--- src/rtl/inv_mixcolumns_seq.sv ---
// AES InvMixColumns, iterative. A 128-bit state is latched on start. Each clock
// while running, COLS_PER_CYCLE columns pass through a shared GF(2^8) datapath
// and are written back in place. The finished state is published atomically
// together with a one-cycle done pulse.

// One column of InvMixColumns: out_r = 0E*s_r ^ 0B*s_r+1 ^ 0D*s_r+2 ^ 09*s_r+3.
// The constant multipliers are built from xtime chains, so no lookup tables are used.
module inv_mixcolumns_col (
    input  logic [31:0] col_i,
    output logic [31:0] col_o
);
    // multiply by x modulo x^8+x^4+x^3+x+1
    function automatic logic [7:0] xtime(input logic [7:0] b);
        return {b[6:0], 1'b0} ^ (b[7] ? 8'h1b : 8'h00);
    endfunction

    function automatic logic [7:0] mul9(input logic [7:0] b);
        return xtime(xtime(xtime(b))) ^ b;
    endfunction

    function automatic logic [7:0] mulb(input logic [7:0] b);
        return xtime(xtime(xtime(b))) ^ xtime(b) ^ b;
    endfunction

    function automatic logic [7:0] muld(input logic [7:0] b);
        return xtime(xtime(xtime(b))) ^ xtime(xtime(b)) ^ b;
    endfunction

    function automatic logic [7:0] mule(input logic [7:0] b);
        return xtime(xtime(xtime(b))) ^ xtime(xtime(b)) ^ xtime(b);
    endfunction

    logic [7:0] s0, s1, s2, s3;

    // s0 is the most significant byte of the column (FIPS-197 byte order)
    always_comb begin
        s0    = col_i[31:24];
        s1    = col_i[23:16];
        s2    = col_i[15:8];
        s3    = col_i[7:0];
        col_o = {mule(s0) ^ mulb(s1) ^ muld(s2) ^ mul9(s3),
                 mule(s1) ^ mulb(s2) ^ muld(s3) ^ mul9(s0),
                 mule(s2) ^ mulb(s3) ^ muld(s0) ^ mul9(s1),
                 mule(s3) ^ mulb(s0) ^ muld(s1) ^ mul9(s2)};
    end
endmodule

module inv_mixcolumns_seq #(
    parameter int COLS_PER_CYCLE = 1
) (
    input  logic         clk,
    input  logic         reset,
    input  logic         enable,
    input  logic [127:0] data,
    output logic [127:0] inv_mixcolumns_out,
    output logic         busy,
    output logic         done
);
    if (!(COLS_PER_CYCLE == 1 || COLS_PER_CYCLE == 2 || COLS_PER_CYCLE == 4)) begin : g_bad_cols
        $error("inv_mixcolumns_seq: COLS_PER_CYCLE must be 1, 2 or 4");
    end

    typedef enum logic {IDLE, RUN} state_t;

    // Column c of the state is held in word [3-c]. This keeps column 0 in data[127:96].
    state_t                              state_q, state_d;
    logic [3:0][31:0]                    work_q, work_d;
    logic [1:0]                          col_cnt_q, col_cnt_d;
    logic [127:0]                        out_q, out_d;
    logic                                busy_q, busy_d;
    logic                                done_q, done_d;

    logic [COLS_PER_CYCLE-1:0][1:0]      lane_idx;
    logic [COLS_PER_CYCLE-1:0][31:0]     lane_in;
    logic [COLS_PER_CYCLE-1:0][31:0]     lane_out;
    logic [2:0]                          cnt_sum;
    logic                                last_grp;

    // One datapath lane per column handled in a cycle. Lane l works on column col_cnt+l.
    for (genvar l = 0; l < COLS_PER_CYCLE; l++) begin : g_lane
        assign lane_idx[l] = ~(col_cnt_q + 2'(l));
        assign lane_in[l]  = work_q[lane_idx[l]];
        inv_mixcolumns_col u_col (
            .col_i (lane_in[l]),
            .col_o (lane_out[l])
        );
    end

    // A 3-bit sum lets the counter hit 4, which ends RUN, without wrapping the 2-bit count.
    assign cnt_sum  = {1'b0, col_cnt_q} + 3'(COLS_PER_CYCLE);
    assign last_grp = cnt_sum[2];

    // Next-state logic: accept a start in IDLE, then step through the column groups in RUN.
    always_comb begin
        state_d   = state_q;
        work_d    = work_q;
        col_cnt_d = col_cnt_q;
        out_d     = out_q;
        busy_d    = busy_q;
        done_d    = 1'b0;
        case (state_q)
            IDLE: begin
                if (enable) begin
                    work_d    = data;
                    col_cnt_d = 2'd0;
                    busy_d    = 1'b1;
                    state_d   = RUN;
                end
            end
            RUN: begin
                for (int l = 0; l < COLS_PER_CYCLE; l++) begin
                    work_d[lane_idx[l]] = lane_out[l];
                end
                if (last_grp) begin
                    out_d     = work_d;
                    done_d    = 1'b1;
                    busy_d    = 1'b0;
                    col_cnt_d = 2'd0;
                    state_d   = IDLE;
                end else begin
                    col_cnt_d = cnt_sum[1:0];
                end
            end
            default: state_d = IDLE;
        endcase
    end

    // State and registered outputs. Reset drops any transform in progress.
    always_ff @(posedge clk or negedge reset) begin
        if (!reset) begin
            state_q   <= IDLE;
            work_q    <= '0;
            col_cnt_q <= 2'd0;
            out_q     <= '0;
            busy_q    <= 1'b0;
            done_q    <= 1'b0;
        end else begin
            state_q   <= state_d;
            work_q    <= work_d;
            col_cnt_q <= col_cnt_d;
            out_q     <= out_d;
            busy_q    <= busy_d;
            done_q    <= done_d;
        end
    end

    assign inv_mixcolumns_out = out_q;
    assign busy               = busy_q;
    assign done               = done_q;
endmodule

--- config.mk ---
export PLATFORM = sky130hd
export DESIGN_NAME = inv_mixcolumns_seq
export DESIGN_NICKNAME = d
export VERILOG_FILES = /design/src/rtl/inv_mixcolumns_seq.sv
export SDC_FILE = /design/constraint.sdc
export NUM_CORES = 1
export LEC_CHECK = 0
export CAP_MARGIN = 25
export CORE_UTILIZATION = 45
export CTS_CLUSTER_DIAMETER = 120
export DETAILED_ROUTE_END_ITERATION = 10
export PLACE_DENSITY = 0.72
export SKIP_CTS_REPAIR_TIMING = 1
export SLEW_MARGIN = 20
export SYNTH_ARGS = -nofsm -noshare
export SYNTH_HDL_FRONTEND = slang
export SYNTH_HIERARCHICAL = 1
export SYNTH_SLANG_ARGS = --single-unit
--- constraint.sdc ---
create_clock -name clk -period 2.9 [get_ports clk]
set_input_delay 0.435 -clock clk [delete_from_list [all_inputs] [get_ports clk]]
set_output_delay 0.435 -clock clk [all_outputs]
set_load 0.02 [all_outputs]
# Yosys cells after proc, flatten, opt, wreduce, memory -nomap -nowiden
# Cells that the tools add are included.
# Widths: inputs -> output; s select.
# classes
addsub,1
reduce_logical,3
n_eq_ne,2
magnitude_cmp,2
n_bitwise,50
mux,30
# op_table
op,n
$xor 8x8->8,47
$pmux 128 s2,1
$bwmux 128,1
$mux 128,1
$bmux 32 s2,1
$demux 32 s2,1
$mux 32,2
$mux 5,12
$xor 8x5->8,1
$mux 1,6
$mux 2,2
$pmux 1 s2,2
$pmux 2 s2,1
$reduce_and 2->1,2
$add 2x1->3 const B,1
$lt 2x3->1 const B,1
$ge 2x1->1 const B,1
$ne 2x1->1 const B,1
$ne 2x2->1 const B,1
$not 2->2,1
$logic_and 1x1->1,1
$not 1->1,1
# totals
regBits,261
output_inout_bits,130
wordCells,97
in_bits,131

# Depth between registers and ports, before layout
# logic_depth
depth_word,16
mapped_depth,10
depth_no_buf,7

# Modules after synthesis
# Netlist, hierarchy kept.
# modules_own_cells
module,cells_per_inst,seq_area_each_um2,area_per_inst_um2,n_inst
inv_mixcolumns_seq,1050,6531.3,13162.6,1
inv_mixcolumns_col,216,0.0,2296.0,1

# Worst setup path after synthesis
# OpenSTA, ideal clock, no wires.
# synth_path
kind,register -> register
from,register col_cnt_q[1]
to,register work_q[67] in the netlist's numbering
arrival_ps,3031
setup_ps,131
slack_ps,-262
path_buffers,3
required_time_ps,2769
path_stages_with_launch,11
path_cell_list,dfrtp_1 -> buf_6 -> buf_12 -> mux4_2 -> buf_4 -> xor2_1 -> xnor3_1 -> xor2_1 -> xnor3_1 -> mux2i_1 -> mux2i_1
# synth_lines
item,line_no,source
"start, declared",68,"logic [1:0] col_cnt_q, col_cnt_d;"
"start signal, assigned",140,col_cnt_q <= col_cnt_d;
"end signal, assigned",139,work_q <= work_d;
"end, declared",67,"logic [3:0][31:0] work_q, work_d;"

==> impl_metrics.csv <==
group,metric,value,unit
global_routing,grt_pass1_vias,12070,
yosys,syn_inst,1266,
critical_path,crit_required,3.30,ns
routing,firstDrtPassIters,5,
routing,wl_per_cell,22.55,um
floorplanning,dieWidth,187.3,um
yosys,avgSynthCellArea,12.21,sq um
critical_path,crit_buf_inv,2,
critical_path,critPathLaunch,"col_cnt_q[1]",
global_routing,grtUsageTotal,26.62,%
floorplanning,rows,67,
layout,antennaDiodeCount,0,
yosys,synth_edf_count,0,
routing,drc,0,
routing,vias,11760,
sta,fmax,308.9,MHz
flow_run,cap_viol_max_count,0,
global_routing,grt_max_degree,130,
critical_path,worstPathArrival,3.64,ns
routing,drt-total-wl,47.70,mm
sta,final.min_clock_period,3.238,ns
floorplanning,boundaryPins,261,
clock_tree,clockBufferDepth,3,
clock_tree,cts_root_buf,"clkbuf_16",
floorplanning,die-area,0.03510,sq mm
sta,setup_viol,230,
floorplanning,coreArea,0.03370,sq mm
clock_tree,cts_buffers,28,
yosys,synth_fp_nets,1402,
sta,finalHoldViolCount,0,
sta,fin_worst_skew,0.01363,ns
critical_path,end_kind,"flop",
critical_path,r2r-start,"col_cnt_q[1]",
clock_tree,cts.htree.levels,1,
critical_path,cpMostUsedCell,"mux2i_1",
yosys,seq_area_frac_synth,42.25,%
critical_path,critPathMaxStageDelay,0.61,ns
sta,fin_tns_setup,-31.37,ns
worst_hold_path,hold_path_class,"in -> reg",
outcome,violations,"negative setup slack",
layout,finish.utilization,64.35,%
critical_path,crit_type,"reg -> reg",
layout,area_delta_synth_final,40.29,%
routing,first_iter_violations,954,
placed_design,dp_slack,-0.4545,ns
outcome,status,"finished, violations left",
floorplanning,start_util,45.87,%
clock_tree,clk_pin_slew,0.06,ns
global_routing,grt_pass1_wl,72.57,mm
critical_path,critPathMaxFanout,11,
yosys,synth_top_cell_by_area,"dfrtp_1",
sta,rsz0062_at_grt,"true",
sta,tightest_slew,0.8229,ns
yosys,syn_area,0.01546,sq mm
sta,finalCritPeriodShare,111.6,%
yosys,synth_cell_type_count,32,
critical_path,path_cells,"buf_12 > mux4_2 > buf_4 > xnor2_1 > xnor3_1 > xnor2_2 > xnor3_2 > mux2i_1 > mux2i_1",
yosys,synth_flop_cell,"dfrtp_1",
critical_path,critPathTopFamily,"XOR/XNOR gates",
sta,layout_setup_ws,-0.3377,ns
yosys,synthTopCellsByArea,"dfrtp_1 42%, mux2i_1 25%, a21oi_1 8.3%",
clock_tree,cts_tree,"built",
critical_path,slowest_stage,"mux4_2",
layout,drive_above_1_share,26.39,%
placed_design,dp_hpwl,33.47,mm
yosys,ys_ff_latch,261,
placed_design,portBuffers,260,
floorplanning,die_y,187.3,um
yosys,ys_warn_count,6,
placed_design,finalWeightedCongestion,0.9632,
yosys,async_flop_share,100.0,%
clock_tree,worst_skew_pair.late_latency,0.55,ns
routing,ant_nets,0,
global_routing,antenna_found_initial,0,
worst_hold_path,hp-start,"enable",
routing,vias_per_cell,5.561,
sta,slew_headroom,45.14,%
global_routing,grt_overflow,0,
clock_tree,clock-sinks,261,
critical_path,start_kind,"flop",
yosys,synth_top_area_share,42.25,%
layout,nets,1782,
sta,slew_violations,0,
==> worst min-delay path: cells and delay by family <==
family	cells	cell delay [ns]
multiplexers	1	0.07
buffers and inverters	2	0.40
==> Yosys cell counts, drive strengths merged, types with 2 or more instances <==
| cell type | n |
|---|---|
| nor3b | 2 |
| xor3 | 2 |
| xor2 | 38 |
| inv | 5 |
| buf | 103 |
| ha | 5 |
| xnor3 | 27 |
| xnor2 | 129 |
| a21oi | 256 |
| mux2i | 384 |
| dfrtp | 261 |
| mux4 | 32 |
| clkbuf | 14 |
==> layout by cell type, fill, tap and decap left out, types with 13 or more instances in the layout <==
| master | synthesis | routed |
|---|---|---|
| a21oi_1 | 256 | 254 |
| buf_12 | 2 | 21 |
| buf_4 | 21 | 173 |
| buf_6 | 12 | 13 |
| clkbuf_16 | 0 | 29 |
| clkdlybuf4s50_1 | 0 | 258 |
| dfrtp_1 | 261 | 258 |
| mux2i_1 | 384 | 327 |
| mux2i_2 | 0 | 44 |
| mux2i_4 | 0 | 13 |
| mux4_2 | 30 | 32 |
| xnor2_1 | 124 | 80 |
| xnor2_2 | 5 | 33 |
| xnor2_4 | 0 | 16 |
| xnor3_2 | 5 | 17 |
| xor2_1 | 37 | 20 |
| xor2_2 | 1 | 14 |
==> cell families after synthesis <==
family	share of synthesized area, %
AOI/OAI and AO/OA	8.474
xor gates and xnor gates	14.06
adders and majority gates	0.4047
buffers and inverters	4.994
DFF	42.25
muxes	29.58
and+or+nand+nor	0.2428
==> area by class of cell <==
type                    instances  area, sq um
inverters                       5        18.77
well taps                     448        560.5
clock inverters                13        90.09
repair buffers                467         4473
flip-flops and latches        261         6538
multi-input cells             883         9208
fillers                      2533        12010
clock buffers                  38        799.5
==> final timing paths <==
| kind | to | slack, ns | cells after the start |
|---|---|---|---|
| min reg2reg | inv_mixcolumns_out[111] | 0.52 | 2 |
| min in group asynchronous | work_q[33] | 0.50 | 2 |
| min | state_q | 0.41 | 3 |
| max reg2reg | work_q[108] | -0.34 | 9 |
| max in group asynchronous | inv_mixcolumns_out[68] | 1.61 | 3 |
| max | work_q[108] | -0.34 | 9 |
==> sequential cells by signal, summed over array words and instances, names as in the netlist <==
signal and count:
work_q 128, state_q 1, col_cnt_q 2, busy 1, inv_mixcolumns_out 128, done 1
==> metrics by stage <==
step	instance area, sq um	instances	hold slack (ns)
after global placement	19610	2040	0.5048
after CTS	20500	2091	-0.05294
after detailed placement	19610	2040	0.5131
after global routing	21690	2115	0.4435
final	21690	2115	0.4133
after floorplan	15570	1266	0.1394
==> routing by layer <==
layer,up-vias,share of wire [%],global-route usage [%]
li1,5301,-,-
met1,6028,44,37.34
met2,385,49,43.79
met3,47,5.2,3.602
met4,0,1.6,6.021
met5,-,0,0
Power is left out: the tool's default activity adds up to more than one toggle a clock period on the data nets, which glitch-free logic cannot reach.
